===== src/rtl/instr_fetch_ctrl.sv =====
// Instruction fetch sequencer: owns the PC, drives a registered-read IRAM,
// and hands 16-bit instructions to decode over a valid/ready handshake.
//
// Ports:
//   i_clock, i_reset       clock and synchronous active-high reset
//   i_start                pulse; begin fetching at RESET_PC from IDLE/HALT
//   o_iram_addr, i_iram_q  IRAM read address / data (data one cycle later)
//   o_instr, o_instr_pc    registered instruction and its address
//   o_instr_valid          output register holds a valid instruction
//   i_instr_ready          decode accepts (transfer = valid && ready)
//   i_redirect, i_redirect_pc  taken branch; flush and refetch from target
//   o_busy, o_halted       RUN/DRAIN and HALT status
module instr_fetch_ctrl #(
    parameter int                ADDR_W      = 8,
    parameter int                INSTR_W     = 16,
    parameter logic [ADDR_W-1:0] RESET_PC    = '0,
    parameter logic [3:0]        HALT_OPCODE = 4'b1111
) (
    input  logic               i_clock,
    input  logic               i_reset,
    input  logic               i_start,
    output logic [ADDR_W-1:0]  o_iram_addr,
    input  logic [INSTR_W-1:0] i_iram_q,
    output logic [INSTR_W-1:0] o_instr,
    output logic [ADDR_W-1:0]  o_instr_pc,
    output logic               o_instr_valid,
    input  logic               i_instr_ready,
    input  logic               i_redirect,
    input  logic [ADDR_W-1:0]  i_redirect_pc,
    output logic               o_busy,
    output logic               o_halted
);

    typedef enum logic [1:0] {
        S_IDLE,
        S_RUN,
        S_DRAIN,
        S_HALT
    } state_t;

    state_t              r_state;
    logic [ADDR_W-1:0]   r_fpc;
    logic [ADDR_W-1:0]   r_ppc;
    logic                r_pend;
    logic [INSTR_W-1:0]  r_instr;
    logic [ADDR_W-1:0]   r_instr_pc;
    logic                r_instr_valid;

    state_t              w_state_nxt;
    logic [ADDR_W-1:0]   w_fpc_nxt;
    logic [ADDR_W-1:0]   w_ppc_nxt;
    logic                w_pend_nxt;
    logic [INSTR_W-1:0]  w_instr_nxt;
    logic [ADDR_W-1:0]   w_instr_pc_nxt;
    logic                w_instr_valid_nxt;
    logic [ADDR_W-1:0]   w_iram_addr;

    logic                w_xfer;
    logic                w_adv;
    logic                w_redir;
    logic                w_is_halt;

    assign w_xfer    = r_instr_valid && i_instr_ready;
    // Advance unless a loaded read would land on an output decode refuses.
    assign w_adv     = !r_pend || !r_instr_valid || i_instr_ready;
    assign w_redir   = i_redirect && (r_state == S_RUN || r_state == S_DRAIN);
    assign w_is_halt = (i_iram_q[15:12] == HALT_OPCODE);

    always_ff @(posedge i_clock) begin
        if (i_reset) begin
            r_state       <= S_IDLE;
            r_fpc         <= RESET_PC;
            r_ppc         <= '0;
            r_pend        <= 1'b0;
            r_instr       <= '0;
            r_instr_pc    <= '0;
            r_instr_valid <= 1'b0;
        end else begin
            r_state       <= w_state_nxt;
            r_fpc         <= w_fpc_nxt;
            r_ppc         <= w_ppc_nxt;
            r_pend        <= w_pend_nxt;
            r_instr       <= w_instr_nxt;
            r_instr_pc    <= w_instr_pc_nxt;
            r_instr_valid <= w_instr_valid_nxt;
        end
    end

    always_comb begin
        w_state_nxt       = r_state;
        w_fpc_nxt         = r_fpc;
        w_ppc_nxt         = r_ppc;
        w_pend_nxt        = r_pend;
        w_instr_nxt       = r_instr;
        w_instr_pc_nxt    = r_instr_pc;
        w_instr_valid_nxt = r_instr_valid;
        w_iram_addr       = r_fpc;

        if (w_redir) begin
            // Issue the target now; the in-flight read and any held
            // instruction (including a draining halt) are dropped.
            w_iram_addr       = i_redirect_pc;
            w_ppc_nxt         = i_redirect_pc;
            w_fpc_nxt         = i_redirect_pc + 1'b1;
            w_pend_nxt        = 1'b1;
            w_instr_valid_nxt = 1'b0;
            w_state_nxt       = S_RUN;
        end else begin
            unique case (r_state)
                S_IDLE, S_HALT: begin
                    if (i_start) begin
                        w_state_nxt = S_RUN;
                        w_fpc_nxt   = RESET_PC;
                    end
                end
                S_RUN: begin
                    if (w_adv) begin
                        w_iram_addr = r_fpc;
                        w_ppc_nxt   = r_fpc;
                        w_fpc_nxt   = r_fpc + 1'b1;
                        w_pend_nxt  = 1'b1;
                        if (r_pend) begin
                            w_instr_nxt       = i_iram_q;
                            w_instr_pc_nxt    = r_ppc;
                            w_instr_valid_nxt = 1'b1;
                            if (w_is_halt) begin
                                // Discard the read issued alongside the halt.
                                w_pend_nxt  = 1'b0;
                                w_fpc_nxt   = r_fpc;
                                w_state_nxt = S_DRAIN;
                            end
                        end else if (w_xfer) begin
                            w_instr_valid_nxt = 1'b0;
                        end
                    end else begin
                        // Re-present the pending address so iram_q stays put.
                        w_iram_addr = r_ppc;
                    end
                end
                S_DRAIN: begin
                    if (w_xfer) begin
                        w_instr_valid_nxt = 1'b0;
                        w_state_nxt       = S_HALT;
                    end
                end
                default: ;
            endcase
        end
    end

    assign o_iram_addr   = w_iram_addr;
    assign o_instr       = r_instr;
    assign o_instr_pc    = r_instr_pc;
    assign o_instr_valid = r_instr_valid;
    assign o_busy        = (r_state == S_RUN) || (r_state == S_DRAIN);
    assign o_halted      = (r_state == S_HALT);

endmodule

===== config.mk =====
export PLATFORM = sky130hd
export DESIGN_NAME = instr_fetch_ctrl
export DESIGN_NICKNAME = d
export VERILOG_FILES = /design/src/rtl/instr_fetch_ctrl.sv
export SDC_FILE = /design/constraint.sdc
export NUM_CORES = 1
export LEC_CHECK = 0
export BUFFER_PORTS_ARGS = -buffer_cell sky130_fd_sc_hd__buf_2
export CORE_ASPECT_RATIO = 2
export CORE_MARGIN = 2
export CORE_UTILIZATION = 39
export CTS_BUF_LIST = sky130_fd_sc_hd__clkbuf_8
export DETAILED_ROUTE_END_ITERATION = 8
export PLACE_DENSITY = 0.69
export SLEW_MARGIN = 15
export SYNTH_ARGS = -nofsm -noshare
export SYNTH_HDL_FRONTEND = slang
export SYNTH_SLANG_ARGS = --single-unit

===== constraint.sdc =====
create_clock -name i_clock -period 2.1 [get_ports i_clock]
set_input_delay 0.105 -clock i_clock [delete_from_list [all_inputs] [get_ports i_clock]]
set_output_delay 0.105 -clock i_clock [all_outputs]
set_load 0.05 [all_outputs]

=== Yosys cells after proc, flatten, opt, wreduce, memory -nomap -nowiden ===
Cells that the tools add are included.

* Add/subtract/negate cells: 2
* $mul: 0
* Div/mod/pow operators: 0
* Order comparisons: 0
* Equal/unequal tests: 15
* Shift operators: 0
* Muxes and demuxes: 27
* Bitwise gates (word level): 1
* Reductions and logical operators: 20

{| class="wikitable"
|+ Operators by type and width
! operator !! count
|-
| $mux 8 || 10
|-
| $add 8x1->8 const B || 2
|-
| $pmux 8 s2 || 1
|-
| $ne 3x3->1 const B || 5
|-
| $mux 2 || 5
|-
| $ne 2x2->1 const B || 5
|-
| $reduce_and 5->1 || 2
|-
| $mux 1 || 9
|-
| $reduce_and 4->1 || 2
|-
| $pmux 2 s3 || 1
|-
| $reduce_bool 2->1 || 3
|-
| $eq 2x2->1 const B || 2
|-
| $eq 4x4->1 const B || 1
|-
| $ne 4x4->1 const B || 1
|-
| $reduce_and 2->1 || 2
|-
| $reduce_or 2->1 || 2
|-
| $logic_or 1x1->1 || 3
|-
| $reduce_bool 3->1 || 1
|-
| $eq 2x1->1 const B || 1
|-
| $logic_and 1x1->1 || 2
|-
| $logic_not 1->1 || 2
|-
| $logic_not 2->1 || 1
|-
| $pmux 1 s2 || 1
|-
| $not 1->1 || 1
|}

* Flip-flop bits (word level): 44
* Latch bits: 0
* Memory bits (writable): 0
* ROM bits: 0
* Input port bits: 29
* Word-level logic and storage cells: 73
* Memories kept: 0

=== Logic depth before layout (Yosys ltp) ===
* Depth after elaboration: 6
* Depth in mapped cells: 9
* Gate-level depth less buffers: 7

=== Worst setup path after synthesis ===
No wires, ideal clock.

* Path type: reg-to-reg
* Start: register r_state[0]
* End: register r_fpc[6]
* Data arrival time: 2150 ps
* Setup slack: -177 ps
* Stages on the path, launching flop included: 9
* Cells stage by stage: dfxtp_1 -> inv_1 -> ha_1 -> inv_1 -> nor2_1 -> or3_1 -> buf_2 -> o311ai_1 -> o21ai_1

* Longest elaborated chain between the ends: 5

{| class="wikitable"
|+ RTL lines
! item !! RTL line !! text
|-
| start: declaration || 41 || <nowiki>state_t r_state;</nowiki>
|-
| start signal: assignment || 79 || <nowiki>r_state <= w_state_nxt;</nowiki>
|-
| $eq 2x1->1 / $eq 2x2->1 (equally long branches) || -- ||
|-
| $logic_or 1x1->1 * || -- ||
|-
| net o_busy || 30 || <nowiki>output logic o_busy,</nowiki>
|-
| $logic_and 1x1->1 * || 66 || <nowiki>assign w_redir = i_redirect && (r_state == S_RUN || r_state == S_DRAIN);</nowiki>
|-
| $ne 4x4->1 (no source line) (tied with other cells) || -- ||
|-
| $reduce_and 4->1 (no source line) || -- ||
|-
| end signal: assignment || 80 || <nowiki>r_fpc <= w_fpc_nxt;</nowiki>
|-
| end: declaration || 42 || <nowiki>logic [ADDR_W-1:0] r_fpc;</nowiki>
|}

The timed path passes the listed nets; every way through them passes the cells marked *.
A chain may end at the register's enable or synchronous reset.

=== Worst setup path after layout ===
* Start: register r_state[0]
* End: output o_iram_addr[4]

* Longest elaborated chain between the ends: 4

{| class="wikitable"
|+ RTL lines
! item !! RTL line !! text
|-
| $eq 2x1->1 / $eq 2x2->1 (equally long branches) || 66, 109 ||
|-
| $logic_or 1x1->1 || 66 ||
|-
| $logic_and 1x1->1 || 66 ||
|-
| $mux 8 * || 99 || <nowiki>if (w_redir) begin</nowiki>
|-
| end: declaration || 22 || <nowiki>output logic [ADDR_W-1:0] o_iram_addr,</nowiki>
|}

Mark *: on every way between the ends. The rest lies on a longest branch, timed or not.

==> results.py <==
metrics = {
    "detailed_routing": {
        "drt_pre_antenna_iters": 6,
        "via_count": 2260,
        "avgRoutedWirePerCell_um": 14.6,
        "drt-initial-drc-count": 120,
        "avgViaCountPerCell": 5.39,
        "drcViolationCount": 0,
        "antenna_left": 0,
        "routed_wl_mm": 6.12,
    },
    "placement": {
        "place_inst": 408,
        "port_buffers": 63,
        "placedInstanceArea_sq_mm": 0.00267,
        "dp_hpwl_mm": 4.44,
        "gp_congestion": 0.874,
    },
    "worst_hold_path": {
        "holdPathStages": 3,
        "hold_class": "input pin to flip-flop",
    },
    "global_route": {
        "grt.total_usage_pct": 20.0,
        "grt_pass1_wl_mm": 10.1,
        "overflow": 0,
        "grt_pass1_vias": 2186,
        "grt_max_degree": 32,
        "antenna_found_initial": 0,
    },
    "yosys": {
        "synth-edff-count": 0,
        "syn_inst": 294,
        "ys.flop_type": "dfxtp_1",
        "ys_types": 36,
        "synth_area_leaders": "dfxtp_1 40%, nand2_1 15%, a21oi_1 7.9%",
        "avgSynthCellArea_sq_um": 7.52,
        "synth-warning-count": 0,
        "yosys_register_bits": 44,
        "syn_nets": 329,
        "async_flop_share_pct": 0,
        "yosys.area.top_type": "dfxtp_1",
        "synth_top_area_share_pct": 39.8,
        "ys_seq_area_share_pct": 39.8,
        "syn_area_sq_mm": 0.00221,
    },
    "power": {
        "vdd_ir_drop_max_mv": 0.927,
        "p_leak_nw": 1.12,
        "power.density_mw_per_mm2": 1440,
        "total_power_mw": 4.18,
    },
    "setup_path": {
        "arrival_ns": 1.86,
        "reg2reg_depth": 7,
        "setup.worst_path.class": "flip-flop to output pin",
        "crit_path_max_incr_delay_ns": 0.38,
        "cp-start-kind": "flip-flop",
        "cp_max_fo": 16,
        "ff2ff_setup_slack_ns": 0.19,
        "critPathSlowestCell": "dfxtp_2",
        "worstPathCellList": "inv_1 -> ha_4 -> nand2b_4 -> buf_12 -> nor2_1 -> a31oi_2 -> buf_6",
        "required_ns": 2.00,
        "cp-end-kind": "output pin",
    },
    "floorplan": {
        "core_sq_mm": 0.00547,
        "die_area_sq_mm": 0.00633,
        "io_pins": 64,
        "row_count": 38,
        "initial_core_util_pct": 40.5,
        "die_y_um": 111,
        "die_w_um": 57.3,
    },
    "finish": {
        "drive_gt1_share_pct": 30.1,
        "fillers": 538,
        "final_area_sq_mm": 0.00291,
        "fin_cells": 419,
        "layout_common_cells": "86 x nand2_1, 55 x buf_2, 43 x dfxtp_1",
        "num-nets-final": 395,
        "layout_commonest_cell": "nand2_1",
        "area_delta_synth_final_pct": 31.4,
        "diodes": 0,
    },
    "timing": {
        "finalSetupViolCount": 0,
        "rsz0062_at_grt": "false",
        "fin_crit_sh_pct": 93.7,
        "drv_slew": 0,
        "timing.fmax_ghz": 0.508,
        "period_minus_slack_ns": 1.97,
        "final_hold_viol_count": 0,
        "finClkSkew_ns": 0.00817,
        "slew-limit-headroom_pct": 65.9,
        "worst_pin_slew_ns": 0.512,
    },
    "clocking": {
        "cts_root_buf": "clkbuf_8",
        "clk_path_buf_depth": 2,
        "cts_tree": "done",
        "clk_pin_slew_worst_paths_ns": 0.08,
        "htree_num_levels": 2,
        "cts.sinks": 44,
        "cts_inserted_buffers": 5,
        "clk_latency_ns": 0.30,
    },
    "status": {
        "outcome": "finished clean",
    },
    "job": {
        "maxCapViolations": 0,
    },
}
-- metrics by stage --
step           utilization [%]  hold WS, ns  setup slack, ns  setup TNS [ns]
6_report                  53.2       0.0295            0.133               0
5_1_grt                   53.2       0.0284           0.0283               0
4_1_cts                   51.6       0.0211          0.00126               0
3_5_place_dp              48.8        0.352           0.0550               0
3_3_place_gp              48.8        0.346            0.105               0
2_1_floorplan                -        0.241          -0.0152         -0.0152
-- synth_stat cells, types with 4 or more instances --
cell type	n
a31oi_1	10
buf_2	4
o211ai_1	5
ha_1	6
a311oi_1	9
clkbuf_1	12
or3_1	4
inv_1	4
nand3_1	13
nor3_1	5
nand2_1	86
nor2_1	17
a21oi_1	35
xnor2_1	5
dfxtp_1	44
-- metal layers --
metal | track usage, % | routed length, um | part of all wire [%] | up-vias
met3 | 3.51 | 236 | 3.9 | 6
met1 | 21.0 | 2320 | 38 | 1057
met5 | 0 | 0 | 0 | -
li1 | - | - | - | 1146
met2 | 37.1 | 3460 | 57 | 51
met4 | 8.68 | 96 | 1.6 | 0
-- sequential cells by signal (all words and copies together) (netlist names) --
| name | count |
|---|---|
| r_ppc | 8 |
| o_instr_pc | 8 |
| r_state | 2 |
| r_fpc | 8 |
| o_instr_valid | 1 |
| o_instr | 16 |
| r_pend | 1 |
-- worst max-delay path, delay by kind of cell, from the launching register on --
family | cells | cell delay, ns
adder cells (fa/ha/maj) | 1 | 0.31
flip-flops | 1 | 0.38
AO/OA/AOI/OAI | 1 | 0.17
AND/OR/NAND/NOR | 2 | 0.25
buffers and inverters | 3 | 0.43
-- power breakdown --
group	internal [mW]	leakage [nW]	total [mW]	switching (mW)
registers	1.01	0.358	1.18	0.170
clock network	0.342	0.0501	0.626	0.284
logic	0.888	0.713	2.37	1.49
-- cell type report --
cell class | count | area (sq um) | share of cell area (%)
Multi-Input combinational cell | 227 | 1310 | 45.1
Tap cell | 60 | 75.1 | 2.58
Sequential cell | 44 | 882 | 30.3
Clock buffer | 5 | 68.8 | 2.37
Inverter | 4 | 22.5 | 0.775
Timing Repair Buffer | 78 | 517 | 17.8
Clock inverter | 1 | 30.0 | 1.03
-- repair_timing --
item                                    4_1_cts  5_1_grt
hold buffers                                  0        0
pin swaps                                     0        0
gates resized for setup                      18        6
buffers inserted                              0        4
endpoints found under the setup margin        8        9
cloned                                        0        1
endpoints found under the hold margin         0        0
-- path summary, 6_finish.rpt --
kind | startpoint | end
hold / removal | i_iram_q[6] | o_instr[6]
setup / recovery | r_state[0] | o_iram_addr[4]
setup reg to reg | r_state[0] | r_fpc[6]
hold reg to reg | o_instr_pc[2] | o_instr_pc[2]
-- kinds of logic after synthesis --
family | after synthesis | synth area share, %
fa+ha+maj | 6 | 3.39
compound gates | 71 | 20.5
flops | 44 | 39.8
buf+inv | 23 | 4.64
mux | 1 | 0.509
simple gates | 142 | 28.4
xor+xnor | 7 | 2.77
Note: power is estimated with default switching activity, not from simulation.
